**src/rtl/gemm_feeder.sv**
```systemverilog
// Streaming front end for gemm_core: loads m1 then m2 through the core write
// port, pulses start, waits for done and returns sum_out on a valid/ready port.
// Optional watchdog on the wait for done: define GEMM_FEEDER_TIMEOUT_EN.
module gemm_feeder #(
  parameter int N         = 16,
  parameter int DW        = 21,
  parameter int AW        = 8,
  parameter int SW        = 32,
  parameter int START_GAP = 3,
  parameter int TIMEOUT   = 1000000
) (
  input  logic          clk,
  input  logic          rst_n,
  input  logic          s_valid,
  output logic          s_ready,
  input  logic [DW-1:0] s_data,
  output logic          wr_en,
  output logic [1:0]    wr_sel,
  output logic [AW-1:0] wr_addr,
  output logic [DW-1:0] wr_data,
  output logic          start,
  input  logic          done,
  input  logic [SW-1:0] sum_out,
  output logic          res_valid,
  input  logic          res_ready,
  output logic [SW-1:0] res_data,
  output logic          busy,
  output logic          err
);

  localparam int            NN   = N * N;
  localparam logic [AW-1:0] LAST = AW'(NN - 1);
  localparam int            GW   = $clog2(START_GAP + 1);

  if (START_GAP < 1 || AW != $clog2(N * N) || TIMEOUT < 1) begin : g_param_check
    $error("gemm_feeder: inconsistent parameters");
  end

  typedef enum logic [2:0] {
    LOAD_M1,
    LOAD_M2,
    GAP,
    START,
    WAIT_LOW,
    WAIT_HIGH,
    RESULT
  } state_t;

  state_t        state;
  state_t        state_nx;
  logic [AW-1:0] cnt;
  logic [GW-1:0] gap_cnt;
  logic          run_q;
  logic          accept;
  logic          timeout;

  assign accept = s_valid && s_ready;

`ifdef GEMM_FEEDER_TIMEOUT_EN
  localparam int TW = $clog2(TIMEOUT + 1);
  logic [TW-1:0] wd_cnt;

  always_ff @(posedge clk or negedge rst_n) begin
    if (!rst_n) begin
      wd_cnt <= '0;
    end else if (state == WAIT_LOW || state == WAIT_HIGH) begin
      wd_cnt <= wd_cnt + 1'b1;
    end else begin
      wd_cnt <= '0;
    end
  end

  // A done arriving on the very last allowed cycle still wins over the abort.
  assign timeout = (wd_cnt == TW'(TIMEOUT)) &&
                   (state == WAIT_LOW || (state == WAIT_HIGH && !done));
`else
  assign timeout = 1'b0;
`endif

  // NOTE: sequential state uses non-blocking assignments only, so every flop
  // samples the pre-edge values and the order of statements never matters.
  always_ff @(posedge clk or negedge rst_n) begin
    if (!rst_n) begin
      state <= LOAD_M1;
      run_q <= 1'b0;
    end else begin
      state <= state_nx;
      run_q <= 1'b1;
    end
  end

  always_comb begin
    // NOTE: default assignment first so no path through the case infers a latch.
    state_nx = state;
    case (state)
      LOAD_M1:   if (accept && cnt == LAST) state_nx = LOAD_M2;
      LOAD_M2:   if (accept && cnt == LAST) state_nx = GAP;
      GAP:       if (gap_cnt == GW'(START_GAP)) state_nx = START;
      START:     state_nx = WAIT_LOW;
      WAIT_LOW: begin
        if (timeout)   state_nx = LOAD_M1;
        else if (!done) state_nx = WAIT_HIGH;
      end
      WAIT_HIGH: begin
        if (timeout)   state_nx = LOAD_M1;
        else if (done) state_nx = RESULT;
      end
      RESULT:    if (res_ready) state_nx = LOAD_M1;
      default:   state_nx = LOAD_M1;
    endcase
  end

  // Handshake outputs decode the state; run_q keeps s_ready low while in reset.
  always_comb begin
    s_ready   = 1'b0;
    start     = 1'b0;
    res_valid = 1'b0;
    err       = timeout;
    busy      = !(state == LOAD_M1 && cnt == '0);
    case (state)
      LOAD_M1, LOAD_M2: s_ready   = run_q;
      START:            start     = 1'b1;
      RESULT:           res_valid = 1'b1;
      default:          ;
    endcase
  end

  // The GAP state also covers the final write cycle, hence START_GAP+1 cycles.
  always_ff @(posedge clk or negedge rst_n) begin
    if (!rst_n) begin
      cnt     <= '0;
      gap_cnt <= '0;
    end else begin
      if (accept) cnt <= (cnt == LAST) ? '0 : cnt + 1'b1;
      gap_cnt <= (state == GAP) ? gap_cnt + 1'b1 : '0;
    end
  end

  always_ff @(posedge clk or negedge rst_n) begin
    if (!rst_n) begin
      wr_en    <= 1'b0;
      wr_sel   <= 2'd0;
      wr_addr  <= '0;
      wr_data  <= '0;
      res_data <= '0;
    end else begin
      wr_en <= accept;
      if (accept) begin
        wr_sel  <= {1'b0, state == LOAD_M2};
        wr_addr <= cnt;
        wr_data <= s_data;
      end
      if (state == WAIT_HIGH && done) res_data <= sum_out;
    end
  end

endmodule

```
**config.mk**
```make
export PLATFORM = sky130hd
export DESIGN_NAME = gemm_feeder
export DESIGN_NICKNAME = d
export VERILOG_FILES = /design/src/rtl/gemm_feeder.sv
export SDC_FILE = /design/constraint.sdc
export NUM_CORES = 1
export LEC_CHECK = 0
export CORE_UTILIZATION = 40
export CTS_CLUSTER_DIAMETER = 60
export CTS_CLUSTER_SIZE = 12
export DETAILED_ROUTE_END_ITERATION = 6
export HOLD_SLACK_MARGIN = 0.02
export PLACE_DENSITY = 0.87
export SLEW_MARGIN = 15
export SYNTH_ARGS = -nofsm -noshare
export SYNTH_HDL_FRONTEND = slang
export SYNTH_SLANG_ARGS = --single-unit
```
**constraint.sdc**
```tcl
create_clock -name clk -period 1.7 [get_ports clk]
set_clock_uncertainty 0.05 [all_clocks]
set_input_delay 0.34 -clock clk [delete_from_list [all_inputs] [get_ports clk]]
set_output_delay 0.34 -clock clk [all_outputs]
set_load 0.1 [all_outputs]
```
==> flow_metrics.env, run 1 <==
export IMPL_grt_pass1_vias=2261
export IMPL_die_w_um=89.3
export IMPL_crit_path_top_delay_cell="dfrtp_1"
export IMPL_cts_root_buffer="clkbuf_8"
export IMPL_hpwlAfterDp_mm=5.07
export IMPL_numCtsBuffers=9
export IMPL_yosysTopAreaCell="dfrtp_1"
export IMPL_path_delay_family="flip-flops"
export IMPL_crit_type="reg2out"
export IMPL_setup_viol=34
export IMPL_synthDistinctLibCells=28
export IMPL_period_minus_slack_ps=1920
export IMPL_final_common_cell="dfrtp_1"
export IMPL_start_util_pct=41.6
export IMPL_port_buffers=124
export IMPL_die_y_um=89.3
export IMPL_overflow=0
export IMPL_status="complete, but fails checks"
export IMPL_final_antenna_net_count=0
export IMPL_clk_pin_slew_worst_paths_ps=90
export IMPL_hp_class="reg2reg"
export IMPL_crit_required_ps=1310
export IMPL_fin_util_pct=79.9
export IMPL_gp_congestion=0.778
export IMPL_cp_arrival_ps=1530
export IMPL_crit_fanout=2
export IMPL_io_pins=127
export IMPL_ys_ff_latch=77
export IMPL_grt_pass1_wl_mm=11.1
export IMPL_fin_ws_ps=-225
export IMPL_dieArea_mm2=0.00798
export IMPL_htreeDepth=3
export IMPL_wirelength_mm=8.71
export IMPL_routedWlPerCell_um=18.6
export IMPL_fin_crit_sh_pct=113
export IMPL_finalHoldViolations=0
export IMPL_antenna_found_initial=0
export IMPL_grt_max_degree=78
export IMPL_timing_fmax_mhz=520
export IMPL_synthTopCellsByArea="dfrtp_1 63%, mux2_2 23%, buf_2 1.3%"
export IMPL_rsz0062_at_grt="yes"
export IMPL_cp_cell_sequence="inv_2 > ha_4 > nor4b_4 > nand3_4 > buf_12"
export IMPL_diodes=0
export IMPL_drive_gt1_share_pct=52.2
export IMPL_ys_seq_area_share_pct=63.2
export IMPL_synthesis_area_mm2=0.00305
export IMPL_cts_tree="built"
export IMPL_placementRows=31
export IMPL_grt_use_total_pct=18.9
export IMPL_drv_slew=0
export IMPL_whs_ps=419
export IMPL_crit_path_end_kind="output port"
export IMPL_cts_sinks=77
export IMPL_stdcell_area_mm2=0.00585
export IMPL_fin_tns_setup_ps=-1610
export IMPL_synthCells=210
export IMPL_synth_top_area_share_pct=63.2
export IMPL_drcViolationCount=0
export IMPL_clock_latency_ps=350
export IMPL_crit_buf_inv=2
export IMPL_firstDrtPassIters=4
export IMPL_vias=2300
export IMPL_cts_buffer_depth=2
export IMPL_core_mm2=0.00733
export IMPL_area_delta_synth_final_pct=91.9
export IMPL_synth_avg_cell_area_um2=14.5
export IMPL_final_cell_mix="75 x dfrtp_1, 72 x buf_12, 56 x clkdlybuf4s50_1, 32 x mux2_2, 29 x mux2_4"
export IMPL_place_area_mm2=0.00517
export IMPL_crit_path_max_incr_delay_ps=430
export IMPL_violations="negative setup slack"
export IMPL_first_iter_violations=100
export IMPL_cap_violations=0
export IMPL_ff2ff_setup_slack_ps=-70
export IMPL_routed_via_density=4.93
export IMPL_cp_start_kind="flop"
export IMPL_yosysWarnings=0
export IMPL_fin_nets=425
[stage by stage]
step                cells  setup WS, ps
floorplan             211         -18.2
global placement      432          -145
detailed placement    432          -161
CTS                   454          -205
global route          467          -283
finish                467          -225
[layout make-up]
class	instances	area [µm²]
Clock inverter	4	72.6
Multi-Input combinational cell	118	1260
Sequential cell	77	1930
Tap cell	99	124
Fill cell	390	1480
Timing Repair Buffer	155	2310
Inverter	3	11.3
Clock buffer	11	141
[cells in the mapped netlist (all sizes together)]
master and instances:
nor2 6, nand2 8, inv 3, nand4b 1, a21boi 1, dfrtp 77, and3 3, and2 2
o21ai 6, and3b 1, buf 11, nor4b 1, and4bb 1, a32oi 1, mux2 61, or3b 1
conb 2, o31ai 1, xnor2 4, and4 2, nand4 3, a21o 1, nor4 1, ha 3
nand3 7, clkbuf 2
[flip-flops by register name, indices dropped and copies added, names as in the netlist]
register	cells
state	3
run_q	1
wr_en	1
cnt	8
wr_data	21
res_data	32
wr_addr	8
wr_sel	1
gap_cnt	2
[timing repair]
item                       4_1_cts  5_1_grt
hold endpoints to repair        77        0
cloned                           0        7
gates resized for setup         12       50
pin swaps                        3       12
setup endpoints to repair        4       39
hold buffers                     1        0
setup buffers                    6        6
[cell families after synthesis]
| family | Yosys count | share of synthesized area, % |
|---|---|---|
| other | 2 | 0.246 |
| AO/OA/AOI/OAI | 10 | 2.01 |
| AND/OR/NAND/NOR | 37 | 7.01 |
| adder cells (fa/ha/maj) | 3 | 1.23 |
| multiplexers | 61 | 22.5 |
| flip-flops | 77 | 63.2 |
| XOR/XNOR | 4 | 1.15 |
| buffers and inverters | 16 | 2.67 |
[routing by layer]
metal  GRT usage [%]  part of all wire, %
met5               0                    0
met4            9.09                  1.7
met3            3.97                  5.5
met2            32.3                   53
met1            22.7                   40
[worst paths after layout]
check                                      from                 endpoint  cells after the start
min                        gap_cnt[0]$_DFF_PN0_     gap_cnt[0]$_DFF_PN0_                      1
min reg2reg                gap_cnt[0]$_DFF_PN0_     gap_cnt[0]$_DFF_PN0_                      1
min in group asynchronous                 rst_n  wr_data[20]$_DFFE_PN0P_                      3
max in group asynchronous                 rst_n     state[2]$_DFFE_PN0P_                      3
max                          cnt[1]$_DFFE_PN0P_                     busy                      5
max reg2reg                state[2]$_DFFE_PN0P_   wr_addr[1]$_DFFE_PN0P_                      5
Power of run 1 is left out: the tool's default activity adds up to more than one toggle a clock period on the data nets, which glitch-free logic cannot reach.
==> run 2: changes to the inputs <==
--- a/config.mk
+++ b/config.mk
@@ -9,8 +9,9 @@
 export CTS_CLUSTER_DIAMETER = 60
 export CTS_CLUSTER_SIZE = 12
 export DETAILED_ROUTE_END_ITERATION = 6
+export DONT_BUFFER_PORTS = 1
 export HOLD_SLACK_MARGIN = 0.02
-export PLACE_DENSITY = 0.87
+export PLACE_DENSITY = 0.65
 export SLEW_MARGIN = 15
 export SYNTH_ARGS = -nofsm -noshare
 export SYNTH_HDL_FRONTEND = slang
==> run 2 against run 1 <==
The run ends with negative hold slack, negative setup slack left. Global-route usage fell by 4.4 points. Worst hold slack worse by 790 ps. Critical path depth did not move. Utilization down 25 points. Non-clock buffer count down 86. Fmax is 3.6% higher. Register-to-register slack improved by 40 ps. Sequential share of layout area increased by 16 points. First-iteration DRC count is 37% lower. Die area is the same.
==> flow_metrics.env, run 2 (same netlist as run 1, synthesis figures left out) <==
export IMPL_status="complete, but fails checks"
export IMPL_drv_slew=0
export IMPL_io_pins=127
export IMPL_cts_root_buffer="clkbuf_8"
export IMPL_clk_pin_slew_worst_paths_ps=80
export IMPL_reg2reg_depth=6
export IMPL_grt_pass1_vias=1722
export IMPL_multi_input_area_mm2=0.00112
export IMPL_port_buffers=0
export IMPL_top_register="res_data"
export IMPL_clock_latency_ps=340
export IMPL_path_delay_family="flip-flops"
export IMPL_critPathLaunch="cnt[0]$_DFFE_PN0P_"
export IMPL_cp_start_kind="flop"
export IMPL_cap_violations=0
export IMPL_final_antenna_net_count=0
export IMPL_gp_congestion=0.730
export IMPL_register_area_mm2=0.00195
export IMPL_use_met3_pct=4.80
export IMPL_crit_required_ps=1310
export IMPL_die_y_um=89.3
export IMPL_placementRows=31
export IMPL_fin_crit_sh_pct=109
export IMPL_crit_type="reg2out"
export IMPL_final_common_cell="mux2_2"
export IMPL_final_cells=381
export IMPL_htreeDepth=3
export IMPL_setup_viol=35
export IMPL_cts_buffer_depth=2
export IMPL_diodes=0
export IMPL_worstReg2RegEnd="res_data[7]$_DFFE_PN0P_"
export IMPL_period_minus_slack_ps=1860
export IMPL_met1_usage_pct=17.4
export IMPL_hpwlAfterDp_mm=3.78
export IMPL_routed_via_density=4.92
export IMPL_use_met2_pct=22.6
export IMPL_crit_path_end_kind="output port"
export IMPL_drcViolationCount=0
export IMPL_crit_fanout=2
export IMPL_cp_arrival_ps=1470
export IMPL_fin_ws_ps=-158
export IMPL_final_cell_mix="61 x mux2_2, 59 x buf_4, 56 x dfrtp_1, 21 x dfrtp_2, 10 x clkbuf_8"
export IMPL_vias=1874
export IMPL_rsz0062_at_grt="yes"
export IMPL_first_iter_violations=63
export IMPL_grt_max_degree=78
export IMPL_crit_buf_inv=2
export IMPL_cp_cell_sequence="inv_2 > ha_1 > nor4b_4 > nand3_4 > buf_12"
export IMPL_dieArea_mm2=0.00798
export IMPL_place_inst=355
export IMPL_fin_nets=339
export IMPL_grt_pass1_wl_mm=8.26
export IMPL_drive_gt1_share_pct=63.1
export IMPL_grt_use_total_pct=14.4
export IMPL_start_util_pct=41.6
export IMPL_routedWlPerCell_um=15.1
export IMPL_nFillCells=617
export IMPL_timing_fmax_mhz=538
export IMPL_r2r_start="state[0]$_DFFE_PN0P_"
export IMPL_overflow=0
export IMPL_largest_reg_flops=32
export IMPL_violations="negative hold slack, negative setup slack"
export IMPL_wirelength_mm=5.77
export IMPL_die_w_um=89.3
export IMPL_cts_sinks=77
export IMPL_reg_top3="res_data: 32 flops, wr_data: 21 flops"
export IMPL_numCtsBuffers=9
export IMPL_finalHoldViolations=77
export IMPL_cts_tree="built"
export IMPL_core_mm2=0.00733
export IMPL_crit_path_top_delay_cell="dfrtp_1"
export IMPL_crit_path_max_incr_delay_ps=400
export IMPL_area_delta_synth_final_pct=32.0
export IMPL_antenna_found_initial=0
export IMPL_whs_ps=-368
export IMPL_hp_class="in2async"
export IMPL_top_usage_layer="met2"
export IMPL_ff2ff_setup_slack_ps=-30
export IMPL_firstDrtPassIters=4
[run 2: cell types whose count changed in the layout (fill, tap and decap cells not counted), sizes merged]
cell           delta
buf              -25
dlygate4sd3       -1
clkdlybuf4s50    -56
clkbuf            -4
[run 2: through the flow]
stage	utilization (%)	worst slack (ps)	hold WS (ps)	TNS (ps)	area [µm²]
floorplan	-	-18.2	-5.59	-18.2	3080
global placement	49.8	128	-4.35	0	3650
detailed placement	49.8	114	-4.56	0	3650
CTS	53.9	-170	-394	-249	3950
global route	54.9	-242	-399	-2940	4030
finish	54.9	-158	-368	-720	4030
[run 2: worst max path at each step]
stage / end / slack, ps / depth (start not counted)
4_1_cts: busy / -170 / 5
2_1_floorplan: busy / -20 / 3
6_report: busy / -160 / 5
3_3_place_gp: busy / 130 / 5
5_1_grt: busy / -240 / 4
3_5_place_dp: busy / 110 / 5
[run 2: worst register-to-register path, stage by stage (launching register included)]
cell and delay [ps]:
dfrtp_1 420, buf_4 150, buf_6 120, buf_4 140, nand4b_1 130, buf_12 220, mux2_2 370
[run 2: cell type report]
cell class                 instances  share of cell area [%]
multi-input combinational        118                    27.7
tap                               99                    3.08
inverter                           3                   0.280
clock inverter                     4                    1.80
clock buffer                      11                    3.51
sequential                        77                    48.5
timing repair buffer              69                    15.1
[run 2: repair_timing]
item                                    in CTS  in global routing
resized for setup                           13                 23
pin swaps                                    5                  3
setup buffers                                7                  4
endpoints found under the setup margin       6                 22
endpoints found under the hold margin       77                 77
[run 2: per-layer routing]
layer	wire, µm	vias to the layer above
met1	2400	932
met2	2850	67
li1	-	865
met4	135	0
met3	375	10
met5	0	-
Power of run 2 is left out for the same reason.
==> run 3: changes to the inputs <==
--- a/config.mk
+++ b/config.mk
@@ -5,13 +5,13 @@
 export SDC_FILE = /design/constraint.sdc
 export NUM_CORES = 1
 export LEC_CHECK = 0
-export CORE_UTILIZATION = 40
+export CORE_UTILIZATION = 52
 export CTS_CLUSTER_DIAMETER = 60
 export CTS_CLUSTER_SIZE = 12
 export DETAILED_ROUTE_END_ITERATION = 6
 export DONT_BUFFER_PORTS = 1
 export HOLD_SLACK_MARGIN = 0.02
-export PLACE_DENSITY = 0.65
+export PLACE_DENSITY = 0.78
 export SLEW_MARGIN = 15
 export SYNTH_ARGS = -nofsm -noshare
 export SYNTH_HDL_FRONTEND = slang
==> run 3 against run 2 <==
The run still ends with negative hold slack, negative setup slack left. Non-clock buffer count decreased by 1. Critical path depth fell by 1. Routed wire length increased by 3.0%. Sequential cell count is the same. Critical endpoint unchanged. Largest cell class unchanged.
==> flow_metrics.env, run 3 (same netlist as run 1, synthesis figures left out) <==
export IMPL_placementRows=27
export IMPL_start_util_pct=54.7
export IMPL_crit_path_top_delay_cell="dfrtp_1"
export IMPL_nFillCells=394
export IMPL_cp_arrival_ps=1500
export IMPL_first_iter_violations=64
export IMPL_violations="negative hold slack, negative setup slack"
export IMPL_fin_util_pct=71.4
export IMPL_overflow=0
export IMPL_hp_class="in2async"
export IMPL_cts_root_buffer="clkbuf_8"
export IMPL_clk_pin_slew_worst_paths_ps=80
export IMPL_final_common_cell="dfrtp_1"
export IMPL_fin_ws_ps=-191
export IMPL_io_pins=127
export IMPL_grt_pass1_vias=1875
export IMPL_port_buffers=0
export IMPL_crit_fanout=2
export IMPL_top_register="res_data"
export IMPL_routedWlPerCell_um=16.8
export IMPL_routed_via_density=5.32
export IMPL_crit_required_ps=1310
export IMPL_multi_input_area_mm2=0.00113
export IMPL_grt_use_total_pct=19.6
export IMPL_fin_nets=338
export IMPL_die_w_um=78.6
export IMPL_timing_fmax_mhz=529
export IMPL_fin_crit_sh_pct=111
export IMPL_crit_path_max_incr_delay_ps=430
export IMPL_cp_start_kind="flop"
export IMPL_crit_buf_inv=2
export IMPL_clock_latency_ps=330
export IMPL_finalHoldViolations=77
export IMPL_grt_pass1_wl_mm=9.06
export IMPL_rsz0062_at_grt="yes"
export IMPL_antenna_found_initial=0
export IMPL_hpwlAfterDp_mm=3.96
export IMPL_crit_path_end_kind="output port"
export IMPL_largest_reg_flops=32
export IMPL_drv_slew=0
export IMPL_critPathLaunch="state[0]$_DFFE_PN0P_"
export IMPL_die_y_um=78.6
export IMPL_grt_max_degree=78
export IMPL_diodes=0
export IMPL_pre_cts_ws_ps=83.7
export IMPL_status="complete, but fails checks"
export IMPL_place_inst=326
export IMPL_setup_viol=2
export IMPL_final_cells=354
export IMPL_cts_tree="built"
export IMPL_drcViolationCount=0
export IMPL_dieArea_mm2=0.00618
export IMPL_r2r_start="cnt[1]$_DFFE_PN0P_"
export IMPL_gp_congestion=0.841
export IMPL_numCtsBuffers=9
export IMPL_whs_ps=-354
export IMPL_wirelength_mm=5.94
export IMPL_register_area_mm2=0.00193
export IMPL_cp_cell_sequence="nor4_2 > buf_4 > nand3_4 > buf_12"
export IMPL_cts_sinks=77
export IMPL_final_cell_mix="77 x dfrtp_1, 61 x mux2_2, 57 x buf_4, 11 x clkbuf_8, 7 x nand2_1"
export IMPL_area_delta_synth_final_pct=30.5
export IMPL_cap_violations=0
export IMPL_worstMarginPinSlew_ps=914
export IMPL_period_minus_slack_ps=1890
export IMPL_htreeDepth=3
export IMPL_firstDrtPassIters=4
export IMPL_reg_top3="res_data: 32 flops, wr_data: 21 flops"
export IMPL_core_mm2=0.00557
export IMPL_slew_headroom_pct=39.1
export IMPL_drive_gt1_share_pct=56.4
export IMPL_path_delay_family="flip-flops"
export IMPL_cts_buffer_depth=2
export IMPL_final_antenna_net_count=0
export IMPL_crit_type="reg2out"
export IMPL_vias=1883
run 3: through the flow:
| step | setup TNS [ps] | area [µm²] |
|---|---|---|
| global route | -367 | 3980 |
| floorplan | -18.2 | 3080 |
| finish | -216 | 3980 |
| CTS | -168 | 3910 |
| global placement | 0 | 3600 |
| detailed placement | 0 | 3600 |
run 3: routing by layer:
| layer | wire length [µm] | vias to the layer above | share of wire (%) | GRT usage, % |
|---|---|---|---|---|
| met2 | 3080 | 73 | 52 | 32.5 |
| met5 | 0 | - | 0 | 0 |
| met1 | 2370 | 935 | 40 | 23.8 |
| li1 | - | 865 | - | - |
| met3 | 368 | 10 | 6.2 | 4.88 |
| met4 | 113 | 0 | 1.9 | 9.63 |
run 3: final cells by class:
cell class	instances	area share [%]
clock buffers	12	3.90
repair buffers	68	15.0
multi-input cells	118	28.4
inverters	3	0.283
flip-flops and latches	77	48.4
well taps	72	2.26
clock inverters	4	1.76
run 3: path summary, 6_finish.rpt:
path / endpoint / slack [ps] / cells past startpoint
min in group clk: res_data[22]$_DFFE_PN0P_ / 100 / 1
hold reg to reg: gap_cnt[0]$_DFF_PN0_ / 400 / 1
setup reg to reg: state[1]$_DFFE_PN0P_ / 10 / 7
setup / recovery: busy / -190 / 4
max in group asynchronous: res_data[10]$_DFFE_PN0P_ / 1840 / 0
hold / removal: wr_addr[6]$_DFFE_PN0P_ / -350 / 0
run 3: what timing repair did:
action                                  CTS  global route
pin swaps                                 1             3
endpoints found under the setup margin    3             5
buffers inserted                          8             3
gates resized for setup                   7            12
cloned                                    0             1
endpoints found under the hold margin    77            77
Power of run 3 is left out for the same reason.
